--- config.mk ---
export PLATFORM = sky130hd
export DESIGN_NAME = fetch_unit
export DESIGN_NICKNAME = d
export VERILOG_FILES = /design/src/rtl/fetch_unit.sv
export SDC_FILE = /design/constraint.sdc
export NUM_CORES = 1
export LEC_CHECK = 0
export BUFFER_PORTS_ARGS = -buffer_cell sky130_fd_sc_hd__buf_2
export CORE_MARGIN = 2
export CORE_UTILIZATION = 54
export DETAILED_ROUTE_END_ITERATION = 10
export PLACE_DENSITY_LB_ADDON = 0.1
export SETUP_SLACK_MARGIN = 0.05
export SYNTH_ARGS = -nofsm -noshare
export SYNTH_HDL_FRONTEND = slang
export SYNTH_SLANG_ARGS = --single-unit
--- constraint.sdc ---
create_clock -name clk -period 5 [get_ports clk]
set_input_delay 0.25 -clock clk [delete_from_list [all_inputs] [get_ports clk]]
set_output_delay 0.25 -clock clk [all_outputs]
set_load 0.05 [all_outputs]
--- src/rtl/fetch_unit.sv ---
// Instruction fetch stage: owns the PC, issues one word request at a time to
// instruction memory, buffers responses in a small in-order queue for Decode
// and services Execute redirects (flush, drop in-flight response, restart).
package fetch_pkg;
  typedef enum logic [1:0] {
    STEP_FORWARD                = 2'b00,
    JUMP_TO_LABEL               = 2'b01,
    JUMP_TO_CALCULATED_REGISTER = 2'b10
  } PC_Next_Select_Case;
endpackage

module fetch_unit
  import fetch_pkg::*;
#(
  parameter logic [31:0] RESET_PC = 32'h0000_0000,
  parameter int          IQ_DEPTH = 2
) (
  input  logic               clk,
  input  logic               rst_n,
  input  PC_Next_Select_Case PCNext_Select,
  input  logic [31:0]        Target_Address,
  input  logic [31:0]        ALUResult_to_Fetch,
  output logic               imem_req_valid,
  input  logic               imem_req_ready,
  output logic [31:0]        imem_addr,
  input  logic               imem_rsp_valid,
  input  logic [31:0]        imem_rsp_data,
  output logic               if_valid,
  output logic [31:0]        if_instr,
  output logic [31:0]        if_pc,
  output logic [31:0]        if_pc4,
  input  logic               id_ready,
  output logic               fetch_fault
);

  localparam int          PW   = $clog2(IQ_DEPTH);
  localparam logic [PW:0] FULL = (PW + 1)'(IQ_DEPTH);

  typedef enum logic [1:0] {RUN, WAIT, FAULT} state_t;

  state_t        state, state_next;
  logic [31:0]   pc, pc_next;
  logic [31:0]   req_pc;
  logic          drop, drop_next;
  logic          started;
  logic [PW:0]   count;
  logic [PW-1:0] rd_ptr, wr_ptr;
  logic [31:0]   iq_instr [IQ_DEPTH];
  logic [31:0]   iq_pc    [IQ_DEPTH];

  logic          redirect;
  logic [31:0]   target;
  logic          req_valid;
  logic          req_fire;
  logic          enq;
  logic          deq;
  logic          flush;

  assign redirect = (PCNext_Select != STEP_FORWARD);

  // Select the redirect target; register-based jumps clear bit 0
  always_comb begin
    target = Target_Address;
    if (PCNext_Select == JUMP_TO_CALCULATED_REGISTER)
      target = ALUResult_to_Fetch & 32'hFFFF_FFFE;
  end

  // Next-state, request and queue-control decode; redirect overrides everything
  always_comb begin
    state_next = state;
    pc_next    = pc;
    drop_next  = drop;
    req_valid  = 1'b0;
    req_fire   = 1'b0;
    enq        = 1'b0;
    flush      = 1'b0;
    case (state)
      RUN: begin
        if (redirect) begin
          flush = 1'b1;
          if (target[1]) state_next = FAULT;
          else           pc_next    = target;
        end else begin
          // started keeps the request line low until the first clock after reset release
          req_valid = started && (count < FULL);
          req_fire  = req_valid && imem_req_ready;
          if (req_fire) begin
            pc_next    = pc + 32'd4;
            state_next = WAIT;
          end
        end
      end
      WAIT: begin
        if (redirect) begin
          flush = 1'b1;
          if (target[1]) begin
            state_next = FAULT;
            drop_next  = 1'b0;
          end else begin
            pc_next = target;
            if (imem_rsp_valid) begin
              state_next = RUN;
              drop_next  = 1'b0;
            end else begin
              drop_next  = 1'b1;
            end
          end
        end else if (imem_rsp_valid) begin
          enq        = !drop;
          drop_next  = 1'b0;
          state_next = RUN;
        end
      end
      FAULT: begin
        flush = 1'b1;
      end
      default: begin
        state_next = FAULT;
        flush      = 1'b1;
      end
    endcase
  end

  assign deq = if_valid && id_ready && !flush;

  // FSM, PC and drop-flag registers
  always_ff @(posedge clk or negedge rst_n) begin
    if (!rst_n) begin
      state   <= RUN;
      pc      <= RESET_PC;
      drop    <= 1'b0;
      started <= 1'b0;
    end else begin
      state   <= state_next;
      pc      <= pc_next;
      drop    <= drop_next;
      started <= 1'b1;
    end
  end

  // Remember the PC of the request in flight so its response can be tagged
  always_ff @(posedge clk) begin
    if (req_fire) req_pc <= pc;
  end

  // Queue pointers and occupancy; flush resets all three
  always_ff @(posedge clk or negedge rst_n) begin
    if (!rst_n) begin
      count  <= '0;
      rd_ptr <= '0;
      wr_ptr <= '0;
    end else if (flush) begin
      count  <= '0;
      rd_ptr <= '0;
      wr_ptr <= '0;
    end else begin
      if (enq) wr_ptr <= wr_ptr + 1'b1;
      if (deq) rd_ptr <= rd_ptr + 1'b1;
      case ({enq, deq})
        2'b10:   count <= count + 1'b1;
        2'b01:   count <= count - 1'b1;
        default: count <= count;
      endcase
    end
  end

  // Queue storage written on enqueue only
  always_ff @(posedge clk) begin
    if (enq) begin
      iq_instr[wr_ptr] <= imem_rsp_data;
      iq_pc[wr_ptr]    <= req_pc;
    end
  end

  assign if_valid       = (count != '0);
  assign if_instr       = if_valid ? iq_instr[rd_ptr] : 32'h0;
  assign if_pc          = if_valid ? iq_pc[rd_ptr] : 32'h0;
  assign if_pc4         = if_valid ? (iq_pc[rd_ptr] + 32'd4) : 32'h0;
  assign imem_req_valid = req_valid;
  assign imem_addr      = req_valid ? pc : 32'h0;
  assign fetch_fault    = (state == FAULT);

endmodule

==> results.cfg <==
[run_status]
status = completed

[synthesis]
synthXorXnorAreaFrac = 0.0109
synth_top_family_by_area = simple AND/OR/NAND/NOR gates
yosysTopAreaCellShare = 0.497
yosys.area_share.adder = 0.00259
muxShareOfSynthArea = 0.0877
synth_fp_nets = 932
yosys.cell_count.top_type = edfxtp_1
synth_cells = 827
syn-cell-area_um2 = 9660
seq_area_frac_synth = 0.601
synth_area_per_cell_um2 = 11.7
synth_ff_type = edfxtp_1
async_flop_share = 0.200
synth-compound-area-share = 0.0930
synth_edf_count = 160
synthTopCellsByArea = edfxtp_1 50%, dfrtp_1 10%, mux2i_1 8.2%
synthDistinctLibCells = 74
synth-simple-area-share = 0.177
synth-warning-count = 0
ys_top_cells_by_count = 160 x edfxtp_1, 95 x nor2_1, 79 x mux2i_1
ys_ff_latch = 200
synth_top_area_cell = edfxtp_1

[finish]
n_antenna_cell = 0
layout-drive-gt1-share = 0.277
area_growth_syn_to_layout_pct = 22.1
final_nets = 1170
utilization = 0.677
fillers = 1354

[power]
clkPwrFrac = 0.369
p_switching_w = 0.000828
p_seq_frac = 0.559
power_w = 0.00349
power_frac_comb = 0.071
pwr_density_cell_nw_per_um2 = 296
ir_drop_v = 0.000262
internal-power_w = 0.00266
p_leak_nw = 4.69
switching_share = 0.237

[clocking]
cts_buffer_depth = 2
cts_tree = yes
clock_latency_ns = 0.43
cts.clk_slew.worst_paths_ns = 0.07
cts_buffers = 17
ctsHtreeMaxLevel = 4
clock-sinks = 200
cts_setup_buffers = 0
ctsHoldBuffers = 24
cts-root-buf = clkbuf_16
cts_resized = 0

[detailed_routing]
drtAntennaViolNets = 0
wl_met1_um = 10200
dr.pass1.iters = 6
drcViolationCount = 0
via_per_inst = 5.68
top_layer_used = met4
wl_met2_um = 10300
num_vias = 7402
wl_met3_um = 1680
wl_per_cell_um = 17.3
drt_iter0_drc = 550
drt_wl_total_um = 22500

[floorplan]
rows = 48
core_um2 = 17400
die_w_um = 138
initial_core_util = 0.555
fp.dieArea_um2 = 19000
die_y_um = 138
io_pins = 234

[global_routing]
gr-total-overflow = 0
antenna_found_initial = 0
grt_pass1_wl_um = 34900
grt_pass1_vias = 6862
grt_max_degree = 82
grt_usage = 0.238

[timing]
skew_ns = 0.00757
fin_crit_ns = 3.78
tightest_slew_ns = 0.976
slew_headroom = 0.345
slew_violations = 0
grt_setup_unrepaired = no
period_share = 0.756
fin_setup_tns_ns = 0
setup_viol = 0
hold_viol = 0
fmax_mhz = 265

[worst_setup_path]
startpoint = rd_ptr
arrival_ns = 3.53
crit_end = if_pc4[26]
worstSetupStartpointType = register
r2r-start = state[1]
crit_path_max_fanout = 48
crit_path_end_kind = output port
rrSetupSlack_ns = 1.95
critical_path_class = reg2out
cp.required_ns = 4.75
reg2reg_depth = 4
reg2reg_to = iq_pc[1][22]

[run]
maxCapViolCount = 0

[placement]
gp_congestion = 0.922
port_buffers = 232
place_hpwl_um = 15600

[hold_path]
min_path_type = in2reg
stage by stage:
| stage | area (um2) | setup WS (ns) | instances | hold slack (ns) |
|---|---|---|---|---|
| after floorplan | 9660 | 0.519 | 827 | -0.0456 |
| after global placement | 11000 | 1.76 | 1247 | 0.424 |
| after detailed placement | 11000 | 1.72 | 1247 | 0.429 |
| after CTS | 11800 | 1.23 | 1303 | 0.0000567 |
| after global routing | 11800 | 0.960 | 1303 | 0.000975 |
| final | 11800 | 1.22 | 1303 | 0.0160 |
how the worst min path moves through the flow:
stage	start	slack, ns	cells past startpoint	end
finish	imem_rsp_data[24]	0.02	1	iq_instr[0][24]
global route	imem_rsp_data[29]	0.001	1	iq_instr[0][29]
CTS	imem_rsp_data[4]	0.00006	1	iq_instr[0][4]
detailed placement	req_pc[20]	0.43	0	iq_pc[0][20]
global placement	req_pc[0]	0.42	0	iq_pc[0][0]
floorplan	rst_n	-0.05	0	count[0]
flip-flops by register name, summed over array words and instances, names as in the netlist, 2 cells and up:
register  count
iq_instr     64
iq_pc        64
pc           32
req_pc       32
count         2
state         2
placed cells by master, fill, tap and decap left out, types with 5 or more instances in the layout:
cell type	netlist	final
buf_2	15	232
edfxtp_1	160	160
nor2_1	95	93
mux2i_1	79	79
nand2_1	78	78
and3_1	39	39
dfrtp_1	40	39
nand3_1	32	32
a21oi_1	31	30
o21ai_0	27	26
dlygate4sd3_1	0	24
nor3_1	19	18
clkbuf_16	0	17
nand4_1	14	14
inv_1	11	11
buf_4	4	11
and2_1	10	9
nor4_1	9	9
o31ai_1	9	9
xnor2_1	8	8
nand2b_1	7	7
a221oi_1	7	7
nand3b_1	6	6
nor2b_1	6	5
a211oi_1	5	5
a22oi_1	5	5
layer usage:
metal	track usage	vias up
met4	0.0703	0
met5	0	-
li1	-	3588
met1	0.341	3474
met3	0.0467	39
met2	0.372	301
logic make-up after synthesis:
kind of cell,count (synthesis)
AOI/OAI and AO/OA,130
xor gates and xnor gates,12
adders and majority gates,2
buffers and inverters,60
DFF,200
muxes,84
other,1
and+or+nand+nor,338
power by group through the flow:
stage | logic, W | clock network [W] | registers (W)
2_1_floorplan | 0.000149 | 0 | 0.00195
3_3_place_gp | 0.000224 | 0 | 0.00198
3_5_place_dp | 0.000230 | 0 | 0.00198
4_1_cts | 0.000246 | 0.00131 | 0.00195
5_1_grt | 0.000281 | 0.00139 | 0.00196
6_report | 0.000249 | 0.00129 | 0.00195
layout make-up:
type | count | area, um2 | share of cell area
inverters | 12 | 45.0 | 0.00382
clock buffers | 19 | 433 | 0.0367
well taps | 225 | 282 | 0.0239
multi-input cells | 567 | 3620 | 0.307
clock inverters | 13 | 121 | 0.0103
flip-flops and latches | 200 | 5810 | 0.493
repair buffers | 267 | 1480 | 0.126
worst max-delay path, stage by stage, from the launching register on:
cell,delay [ns]
dfrtp_4,0.83
mux2_2,0.30
ha_1,0.20
inv_1,0.08
a211oi_2,0.43
nand4_2,0.37
o31a_1,0.38
nor3_1,0.16
buf_2,0.31
(Power assumes the default switching activity.)
